### config.mk
export PLATFORM = sky130hd
export DESIGN_NAME = alu_seq
export DESIGN_NICKNAME = d
export VERILOG_FILES = /design/src/rtl/alu_seq.sv
export SDC_FILE = /design/constraint.sdc
export NUM_CORES = 1
export LEC_CHECK = 0
export CAP_MARGIN = 20
export CORE_UTILIZATION = 53
export CTS_BUF_LIST = sky130_fd_sc_hd__clkbuf_16
export DETAILED_ROUTE_END_ITERATION = 7
export GPL_TIMING_DRIVEN = 0
export HOLD_SLACK_MARGIN = 0.03
export MAX_ROUTING_LAYER = met4
export PLACE_DENSITY = 0.77
export SYNTH_ARGS = -nofsm -noshare
export SYNTH_HDL_FRONTEND = slang
export SYNTH_SLANG_ARGS = --single-unit
### constraint.sdc
create_clock -name clk -period 1.76 [get_ports clk]
set_input_delay 0.352 -clock clk [delete_from_list [all_inputs] [get_ports clk]]
set_output_delay 0.352 -clock clk [all_outputs]
set_load 0.01 [all_outputs]
### src/rtl/alu_seq.sv
// alu_seq: handshaked saturating ALU with a sticky {Z,V,N} flag register and an iterative shifter.
// Latency: the result is visible 1 cycle after accept; a shift by k>0 is visible k+1 cycles after accept.
// Backpressure: result/err/flags are held while out_valid && !out_ready; in DONE, in_ready follows out_ready.
//
// Ports:
//   clk, rst_n           clock (rising edge) and asynchronous active-low reset
//   in_valid / in_ready  operation handshake from decode/register-read
//   opcode, a, b         0 ADD, 1 SUB, 2 XOR, 3 RED, 4 SLL, 5 SRA, 6 ROR, 7 PADDSB
//                        shifts take their amount from b[$clog2(WIDTH)-1:0]
//   out_valid / out_ready result handshake to writeback
//   result, err, flags   registered outputs; flags = {Z, V, N}
//
// Build option: define ALU_PADDSB_EN to implement PADDSB on opcode 7.
// Without it, opcode 7 returns result 0 with err=1 and leaves the flags untouched.

module alu_seq #(
  parameter int WIDTH = 16,
  parameter int LANE  = 4
) (
  input  logic             clk,
  input  logic             rst_n,
  input  logic             in_valid,
  output logic             in_ready,
  input  logic [2:0]       opcode,
  input  logic [WIDTH-1:0] a,
  input  logic [WIDTH-1:0] b,
  output logic             out_valid,
  input  logic             out_ready,
  output logic [WIDTH-1:0] result,
  output logic             err,
  output logic [2:0]       flags
);

  localparam int SHW   = $clog2(WIDTH);
  localparam int NBYTE = WIDTH / 8;

  localparam logic [2:0] OP_ADD    = 3'd0;
  localparam logic [2:0] OP_SUB    = 3'd1;
  localparam logic [2:0] OP_XOR    = 3'd2;
  localparam logic [2:0] OP_RED    = 3'd3;
  localparam logic [2:0] OP_SLL    = 3'd4;
  localparam logic [2:0] OP_SRA    = 3'd5;
  localparam logic [2:0] OP_ROR    = 3'd6;
  localparam logic [2:0] OP_PADDSB = 3'd7;

  localparam logic [WIDTH-1:0] SMAX    = {1'b0, {(WIDTH-1){1'b1}}};
  localparam logic [WIDTH-1:0] SMIN    = {1'b1, {(WIDTH-1){1'b0}}};
  localparam logic [SHW-1:0]   CNT_ONE = SHW'(1);

  // Reject configurations the byte reduction and lane adder cannot handle.
  if ((WIDTH < 8) || (WIDTH % 8 != 0) || (LANE < 2) || (WIDTH % LANE != 0)) begin : g_param_check
    $error("alu_seq: WIDTH must be a multiple of 8 (>= 8) and LANE (>= 2) must divide WIDTH");
  end

  typedef enum logic [1:0] {
    ST_IDLE  = 2'd0,
    ST_SHIFT = 2'd1,
    ST_DONE  = 2'd2
  } state_t;

  typedef struct packed {
    logic z;
    logic v;
    logic n;
  } flags_t;

  state_t           state;
  flags_t           flags_q;
  logic [WIDTH-1:0] sreg;
  logic [SHW-1:0]   cnt;
  logic [2:0]       op_q;

  logic             accept;
  logic             is_shift;
  logic [SHW-1:0]   shamt;

  // ---------------------------------------------------------------------------
  // Handshake
  // ---------------------------------------------------------------------------
  // A held result frees the input side only when writeback takes it this cycle,
  // which gives back-to-back operation with no bubble.
  assign in_ready = (state == ST_IDLE) || ((state == ST_DONE) && out_ready);
  assign accept   = in_valid && in_ready;
  assign is_shift = (opcode == OP_SLL) || (opcode == OP_SRA) || (opcode == OP_ROR);
  assign shamt    = b[SHW-1:0];
  assign flags    = flags_q;

  // ---------------------------------------------------------------------------
  // Single-cycle datapath
  // ---------------------------------------------------------------------------
  // One guard bit: overflow happened when the top two bits of the extended sum differ.
  logic [WIDTH:0]   add_ext;
  logic [WIDTH:0]   sub_ext;
  logic             add_ovf;
  logic             sub_ovf;
  logic [WIDTH-1:0] add_sat;
  logic [WIDTH-1:0] sub_sat;

  assign add_ext = {a[WIDTH-1], a} + {b[WIDTH-1], b};
  assign sub_ext = {a[WIDTH-1], a} - {b[WIDTH-1], b};
  assign add_ovf = add_ext[WIDTH] ^ add_ext[WIDTH-1];
  assign sub_ovf = sub_ext[WIDTH] ^ sub_ext[WIDTH-1];
  assign add_sat = add_ovf ? (add_ext[WIDTH] ? SMIN : SMAX) : add_ext[WIDTH-1:0];
  assign sub_sat = sub_ovf ? (sub_ext[WIDTH] ? SMIN : SMAX) : sub_ext[WIDTH-1:0];

  // Byte reduction: eight spare bits hold any sum of 2*NBYTE signed bytes; the
  // result keeps the low WIDTH bits, which is the sign-extended sum when it fits.
  logic [WIDTH+7:0] red_sum;

  always_comb begin
    red_sum = '0;
    for (int i = 0; i < NBYTE; i++) begin
      red_sum = red_sum
              + {{WIDTH{a[8*i+7]}}, a[8*i +: 8]}
              + {{WIDTH{b[8*i+7]}}, b[8*i +: 8]};
    end
  end

`ifdef ALU_PADDSB_EN
  localparam int NLANE = WIDTH / LANE;

  logic [WIDTH-1:0] padd_res;

  // Each lane saturates on its own; no carry crosses a lane boundary.
  for (genvar l = 0; l < NLANE; l++) begin : g_lane
    logic [LANE:0] lsum;
    assign lsum = {a[l*LANE+LANE-1], a[l*LANE +: LANE]}
                + {b[l*LANE+LANE-1], b[l*LANE +: LANE]};
    assign padd_res[l*LANE +: LANE] =
        (lsum[LANE] != lsum[LANE-1]) ?
          (lsum[LANE] ? {1'b1, {(LANE-1){1'b0}}} : {1'b0, {(LANE-1){1'b1}}}) :
          lsum[LANE-1:0];
  end
`endif

  logic [WIDTH-1:0] comb_res;
  logic             comb_err;
  logic             comb_nv;   // op owns the N and V flags
  logic             comb_v;

  always_comb begin
    comb_res = '0;
    comb_err = 1'b0;
    comb_nv  = 1'b0;
    comb_v   = 1'b0;
    case (opcode)
      OP_ADD: begin
        comb_res = add_sat;
        comb_v   = add_ovf;
        comb_nv  = 1'b1;
      end
      OP_SUB: begin
        comb_res = sub_sat;
        comb_v   = sub_ovf;
        comb_nv  = 1'b1;
      end
      OP_XOR: comb_res = a ^ b;
      OP_RED: comb_res = red_sum[WIDTH-1:0];
      // Only reached with a zero shift amount: the value passes through unchanged.
      OP_SLL, OP_SRA, OP_ROR: comb_res = a;
      OP_PADDSB: begin
`ifdef ALU_PADDSB_EN
        comb_res = padd_res;
`else
        comb_err = 1'b1;
`endif
      end
    endcase
  end

  // ---------------------------------------------------------------------------
  // Iterative shifter: one bit per cycle on the latched value
  // ---------------------------------------------------------------------------
  logic [WIDTH-1:0] shift_step;

  always_comb begin
    case (op_q)
      OP_SLL:  shift_step = {sreg[WIDTH-2:0], 1'b0};
      OP_SRA:  shift_step = {sreg[WIDTH-1], sreg[WIDTH-1:1]};
      default: shift_step = {sreg[0], sreg[WIDTH-1:1]};
    endcase
  end

  // ---------------------------------------------------------------------------
  // Control FSM and output registers
  // ---------------------------------------------------------------------------
  always_ff @(posedge clk or negedge rst_n) begin
    if (!rst_n) begin
      state     <= ST_IDLE;
      out_valid <= 1'b0;
      result    <= '0;
      err       <= 1'b0;
      flags_q   <= '0;
      sreg      <= '0;
      cnt       <= '0;
      op_q      <= OP_ADD;
    end else begin
      case (state)
        ST_IDLE, ST_DONE: begin
          if (accept) begin
            if (is_shift && (shamt != '0)) begin
              sreg      <= a;
              cnt       <= shamt;
              op_q      <= opcode;
              out_valid <= 1'b0;
              state     <= ST_SHIFT;
            end else begin
              result    <= comb_res;
              err       <= comb_err;
              out_valid <= 1'b1;
              state     <= ST_DONE;
              // An unsupported opcode must not disturb the branch flags.
              if (!comb_err) begin
                flags_q.z <= (comb_res == '0);
                if (comb_nv) begin
                  flags_q.v <= comb_v;
                  flags_q.n <= comb_res[WIDTH-1];
                end
              end
            end
          end else if ((state == ST_DONE) && out_ready) begin
            out_valid <= 1'b0;
            state     <= ST_IDLE;
          end
        end

        ST_SHIFT: begin
          sreg <= shift_step;
          cnt  <= cnt - CNT_ONE;
          // The final step writes the result directly so DONE follows the k-th shift.
          if (cnt == CNT_ONE) begin
            result    <= shift_step;
            err       <= 1'b0;
            flags_q.z <= (shift_step == '0);
            out_valid <= 1'b1;
            state     <= ST_DONE;
          end
        end

        default: begin
          out_valid <= 1'b0;
          state     <= ST_IDLE;
        end
      endcase
    end
  end

endmodule

# Word-level counts from Yosys, hierarchy flattened
# Index checks and enable logic that the tools add are counted.
# word_totals
input_bits	39
out_inout_bits	22
reg_bits	46
# op_classes
addsub	6
bitwise_logic	5
eq_ne	18
n_reduce_logical	21
mux	39
# ops
op	count
16-bit 2-to-1 mux	9
16-bit one-hot mux with 2 select lines	3
16-bit one-hot mux with 5 select lines	1
16-bit logical NOT	2
3-bit equality test, second input constant	6
16-bit by 16-bit adder with 17-bit output	1
16-bit by 16-bit subtractor with 17-bit output	1
16-bit bitwise XOR	1
10-bit by 8-bit adder with 11-bit output	1
9-bit by 8-bit adder with 10-bit output	1
1-bit 2-to-1 mux	10
2-bit 2-to-1 mux	5
2-bit inequality test, second input constant	5
5-bit AND reduction	2
8-bit by 8-bit adder with 9-bit output	1
3-bit 2-to-1 mux	3
4-bit 2-to-1 mux	2
1-bit one-hot mux with 2 select lines	4
4-bit one-hot mux with 2 select lines	1
3-bit by 2-bit equality test with 1-bit output, second input constant	2
3-bit AND reduction	2
4-bit by 1-bit equality test with 1-bit output, second input constant	1
2-bit one-hot mux with 2 select lines	1
4-bit AND reduction	1
16 further kinds	23

# Longest topological paths before layout
# logic_depth
depth_word	9
depth_mapped	17
mapped_depth_nobuf	17

# Worst setup path before layout
# OpenSTA, ideal clock, no wires.
# synth_timing
path_type	input-to-reg
from	input b[1]
to	register result[9]
setup_ns	0.125
arrival_time_ns	3.803
t_required_ns	1.635
path_stages	17
setup_slack_ns	-2.168
cell_sequence	inv_1 -> fa_1 -> fa_1 -> inv_1 -> ha_1 -> fa_1 -> a21o_1 -> a21oi_1 -> o21bai_1 -> a211oi_1 -> o21bai_1 -> xor2_1 -> a21oi_1 -> o211ai_1 -> a211oi_1 -> a21oi_1 -> mux2_2
# synth_via
elab_chain_cells	7
word_cells_on_any_way	19
classes_between	5 x add/sub; 1 x eq/ne; 8 x mux; 2 x bitwise; 3 x reduce/logical
# synth_rtl
element	line_no	text
from (decl)	26	input logic [WIDTH-1:0] b,
8-bit by 8-bit adder with 9-bit output, or another cell as far along	115	+ {{WIDTH{b[8*i+7]}}, b[8*i +: 8]};
9-bit by 8-bit adder with 10-bit output, or another cell as far along	114	+ {{WIDTH{a[8*i+7]}}, a[8*i +: 8]}
10-bit by 8-bit adder with 11-bit output, or another cell as far along	115	
16-bit one-hot mux with 5 select lines	146	case (opcode)
16-bit 2-to-1 mux	201	if (is_shift && (shamt != '0)) begin
16-bit 2-to-1 mux	200	if (accept) begin
16-bit one-hot mux with 2 select lines	198	case (state)
to (signal assigned)	208	result <= comb_res;
to (signal assigned)	232	result <= shift_step;
to (decl)	29	output logic [WIDTH-1:0] result,
# Parallel ways exist; a longest one is shown, timed or not. The select of a mux whose other input is x is not followed.
# A chain may end at the register's enable or synchronous reset.

# Worst setup path after layout
# layout_timing
from	input b[1]
to	register flags_q (netlist bit flags[2])
# layout_via
elab_chain_cells	9
word_cells_on_any_way	22
classes_between	5 x add/sub; 1 x eq/ne; 9 x mux; 3 x bitwise; 4 x reduce/logical
# layout_rtl
element	line_no	text
8-bit by 8-bit adder with 9-bit output, or another cell as far along	115	
9-bit by 8-bit adder with 10-bit output, or another cell as far along	114	
10-bit by 8-bit adder with 11-bit output, or another cell as far along	115	
16-bit one-hot mux with 5 select lines	146	
16-bit logical NOT	214	flags_q.z <= (comb_res == '0);
3-bit 2-to-1 mux	213	if (!comb_err) begin
3-bit 2-to-1 mux	201	
3-bit 2-to-1 mux	200	
1-bit one-hot mux with 2 select lines	198	
to (decl)	68	flags_t flags_q;
# Parallel ways exist; a longest one is shown, timed or not. The select of a mux whose other input is x is not followed.

==> flow_metrics.py <==
metrics = {
    "status": {
        "result_of_the_run": "finished with violations",
        "failed_checks": "negative setup slack",
    },
    "place": {
        "io_buffer_count": 60,
        "routabilityCongestion": 0.952,
        "post_dp_cell_area_mm2": 0.00629,
        "detailed_placement_wirelength_estimate_um": 15000,
    },
    "setup_path": {
        "timing.critical_path.required_ps": 1950,
        "worst_setup_path_end_kind": "register",
        "worst_path_max_delay_cell": "sky130_fd_sc_hd__fa_1",
        "start_kind": "input port",
        "critPathTopFamily": "compound AO/OA/AOI/OAI gates",
        "crit_chain": "buf_8 > clkinvlp_4 > fa_2 > fa_1 > inv_2 > ha_4 > buf_4 > buf_6 > a21o_1 > a21oi_2 > nor2b_2 > buf_4 > o21ai_2 > a21oi_2 > a221o_1 > a211o_1 > nor4_1 > nand4_1 > o31ai_1",
        "timing.critical_path.buf_inv": 6,
        "number_of_cells_on_the_worst_reg_to_reg_path": 7,
        "crit_arrival_ps": 4170,
        "cp.depth": 19,
        "max_stage_delay_ps": 500,
        "critical_path_class": "input port to register",
        "crit_path_max_fanout": 2,
    },
    "synthesis": {
        "post-synth-top-area-cell": "sky130_fd_sc_hd__dfrtp_1",
        "total_standard_cell_area_after_synthesis_mm2": 0.00539,
        "average_instance_area_after_synthesis_um2": 7.69,
        "postSynthNetCount": 803,
        "gate_count_after_technology_mapping": 701,
        "synthArstFlopShare_pct": 100,
        "post_synth_num_cell_types": 64,
        "post_synth_top_area_share_pct": 20.9,
        "synth_seq_area_share_pct": 20.9,
        "synth_enable_flop_cells": 0,
        "synth.top_cells.by_count": "sky130_fd_sc_hd__nand2_1, sky130_fd_sc_hd__inv_1, sky130_fd_sc_hd__a21oi_1",
        "synth_seq_cells": 45,
        "synth.most_common_cell": "sky130_fd_sc_hd__nand2_1",
        "ys_dominant_reg_cell": "sky130_fd_sc_hd__dfrtp_1",
        "synthTopCellsByArea": "sky130_fd_sc_hd__dfrtp_1, sky130_fd_sc_hd__ha_1, sky130_fd_sc_hd__nand2_1",
        "yosysWarnings": 0,
    },
    "sta": {
        "finClkSkew_ps": 6.13,
        "fin_setup_tns_ps": -40870,
        "slew_headroom_pct": 48.2,
        "period_minus_slack_ps": 3980,
        "maxClockFrequency_mhz": 251,
        "finalHoldViolCount": 0,
        "worst-slew-pin-transition_ps": 777,
        "rsz0062_at_grt": "yes",
        "worst_hold_slack_after_final_layout_ps": 361,
        "report.final.setup_viol": 45,
        "period_share_pct": 226,
        "drv_slew": 0,
        "setup_ws_ps": -2220,
    },
    "floorplanning": {
        "dieWidth_um": 103,
        "floorplan.initialDensity_pct": 54.9,
        "dieHeight_um": 103,
        "core.rowCount": 36,
        "die-area_mm2": 0.0106,
        "io_pins": 61,
        "coreArea_mm2": 0.00982,
    },
    "final_layout": {
        "drive_above_1_share_pct": 36.7,
        "diodes": 0,
        "postLayoutCellArea_mm2": 0.00817,
        "area_delta_synth_final_pct": 51.6,
        "finish.net_count": 949,
    },
    "clock_tree": {
        "htree_num_levels": 2,
        "clock_sink_count": 45,
        "clkLatencyLatePin_ps": 290,
        "tritoncts_clock_tree": "built",
        "path_clk_slew_ps": 60,
        "root_buffer": "sky130_fd_sc_hd__clkbuf_16",
        "clk_path_buf_depth": 2,
        "numCtsBuffers": 5,
    },
    "routing": {
        "detailroute.via_count": 6460,
        "drt_wl_total_um": 22300,
        "first_iter_violations": 675,
        "drcViolationCount": 0,
        "vias_per_cell": 6.59,
        "postRouteAntennaNets": 0,
        "firstDrtPassIters": 8,
        "wl_per_cell_um": 22.8,
    },
    "power": {
        "power.share.clock_pct": 9.7,
        "netSwitchingPower_w": 0.00419,
        "p_comb_share_pct": 68.2,
        "post-layout-total-power_w": 0.00921,
        "cell_internal_pwr_w": 0.00501,
        "power_switching_share_pct": 45.6,
        "power.static_leakage_nw": 3.65,
        "seq_power_share_pct": 22.1,
        "vdd.ir_drop.worst_mv": 0.925,
        "power-per-cell-area_mw_per_mm2": 1130,
    },
    "global_routing": {
        "grt_antenna_before_repair": 0,
        "gr-usage-all-layers_pct": 40.5,
        "grt-ovfl-total": 0,
        "grt_start_max_net_pins": 30,
        "first_pass_grt_wire_length_um": 31300,
        "via_count_of_the_first_global_routing_pass": 5953,
    },
    "worst_hold_path": {
        "hold-path-cell-count": 3,
        "worst_hold_path_type": "input port to register",
    },
    "job": {
        "max_cap_viols": 0,
    },
}
-- registers in the layout, indices dropped and copies added (netlist names) --
register / flops
err: 1
flags: 3
state: 1
sreg: 16
cnt: 4
out_valid: 1
op_q: 3
result: 16
-- cell families (layout without fill, tap and decap cells) --
| logic type | count (synthesis) | in the layout | synth area share (%) |
|---|---|---|---|
| adder cells (fa/ha/maj) | 65 | 65 | 17.6 |
| multiplexers | 15 | 15 | 3.07 |
| AO/OA/AOI/OAI | 195 | 195 | 24.1 |
| buffers and inverters | 95 | 242 | 6.97 |
| XOR/XNOR | 28 | 28 | 4.69 |
| AND/OR/NAND/NOR | 258 | 258 | 22.6 |
| flip-flops | 45 | 45 | 20.9 |
-- worst paths after layout --
kind | from | to | slack [ps]
min | b[2] | cnt[2] | 360
min in group asynchronous | rst_n | cnt[1] | 530
max in group asynchronous | rst_n | result[10] | 730
max reg2reg | cnt[1] | result[5] | -770
max | b[1] | flags[2] | -2220
min reg2reg | flags[1] | flags[1] | 480
-- what timing repair did --
action | in CTS | in global routing
setup endpoints to repair | 46 | 43
hold buffers | 1 | 0
resized for setup | 260 | 155
setup buffers | 37 | 47
endpoints found under the hold margin | 16 | 0
gates cloned | 3 | 1
pin swaps | 74 | 82
-- routing by layer --
layer | vias to the layer above | routed length (um) | global-route usage, %
li1 | 2788 | - | -
met5 | - | 0 | -
met4 | 0 | 1730 | 25.5
met2 | 475 | 10600 | 67.5
met3 | 158 | 1940 | 4.27
met1 | 3039 | 8060 | 46.7
-- placed cells by master, fill, tap and decap left out, drive strengths merged, types with 4 or more instances in the layout --
master / count
buf: 111
nand2: 105
inv: 65
a21oi: 50
nor2: 48
dfrtp: 45
ha: 44
o21ai: 31
clkbuf: 27
clkdlybuf4s50: 24
a31oi: 22
xnor2: 22
fa: 19
and3: 18
nor3: 16
nand3: 14
a21o: 12
mux2: 12
nor4: 12
a211oi: 12
nor2b: 12
nand2b: 10
o31ai: 9
o211ai: 7
a221o: 6
dlymetal6s2s: 6
xor2: 6
o21bai: 6
o21a: 5
or3: 5
a2111oi: 5
nor3b: 4
nand4: 4
dlygate4sd2: 4
o22ai: 4
-- worst min-delay path: stages --
cell and delay (ps):
sky130_fd_sc_hd__buf_6 110, sky130_fd_sc_hd__nand2_4 70, sky130_fd_sc_hd__o211ai_1 70
-- cell type report --
class                      instances  area [um2]
multi-input combinational        561        4920
buffer                            30         241
clock buffer                       5         125
clock inverter                     3        11.3
tap                              133         166
fill                             606        1650
sequential                        45        1130
inverter                          63         248
timing repair buffer             141        1320
-- stage by stage --
step           cells  util, %  worst slack, ps
2_1_floorplan    701        -            -1890
6_report         981     83.2            -2220
5_1_grt          981     83.2            -2320
3_3_place_gp     894     63.9            -3100
3_5_place_dp     895     64.0            -3140
4_1_cts          941     74.4            -2080
-- power by group through the flow --
stage	Combinational [W]	Sequential (W)	Clock, W
final	0.00628	0.00203	0.000892
after global routing	0.00668	0.00209	0.000948
after CTS	0.00522	0.00197	0.000891
after detailed placement	0.00448	0.00197	0
after global placement	0.00437	0.00195	0
after floorplan	0.00286	0.00198	0
(Power assumes the default switching activity.)
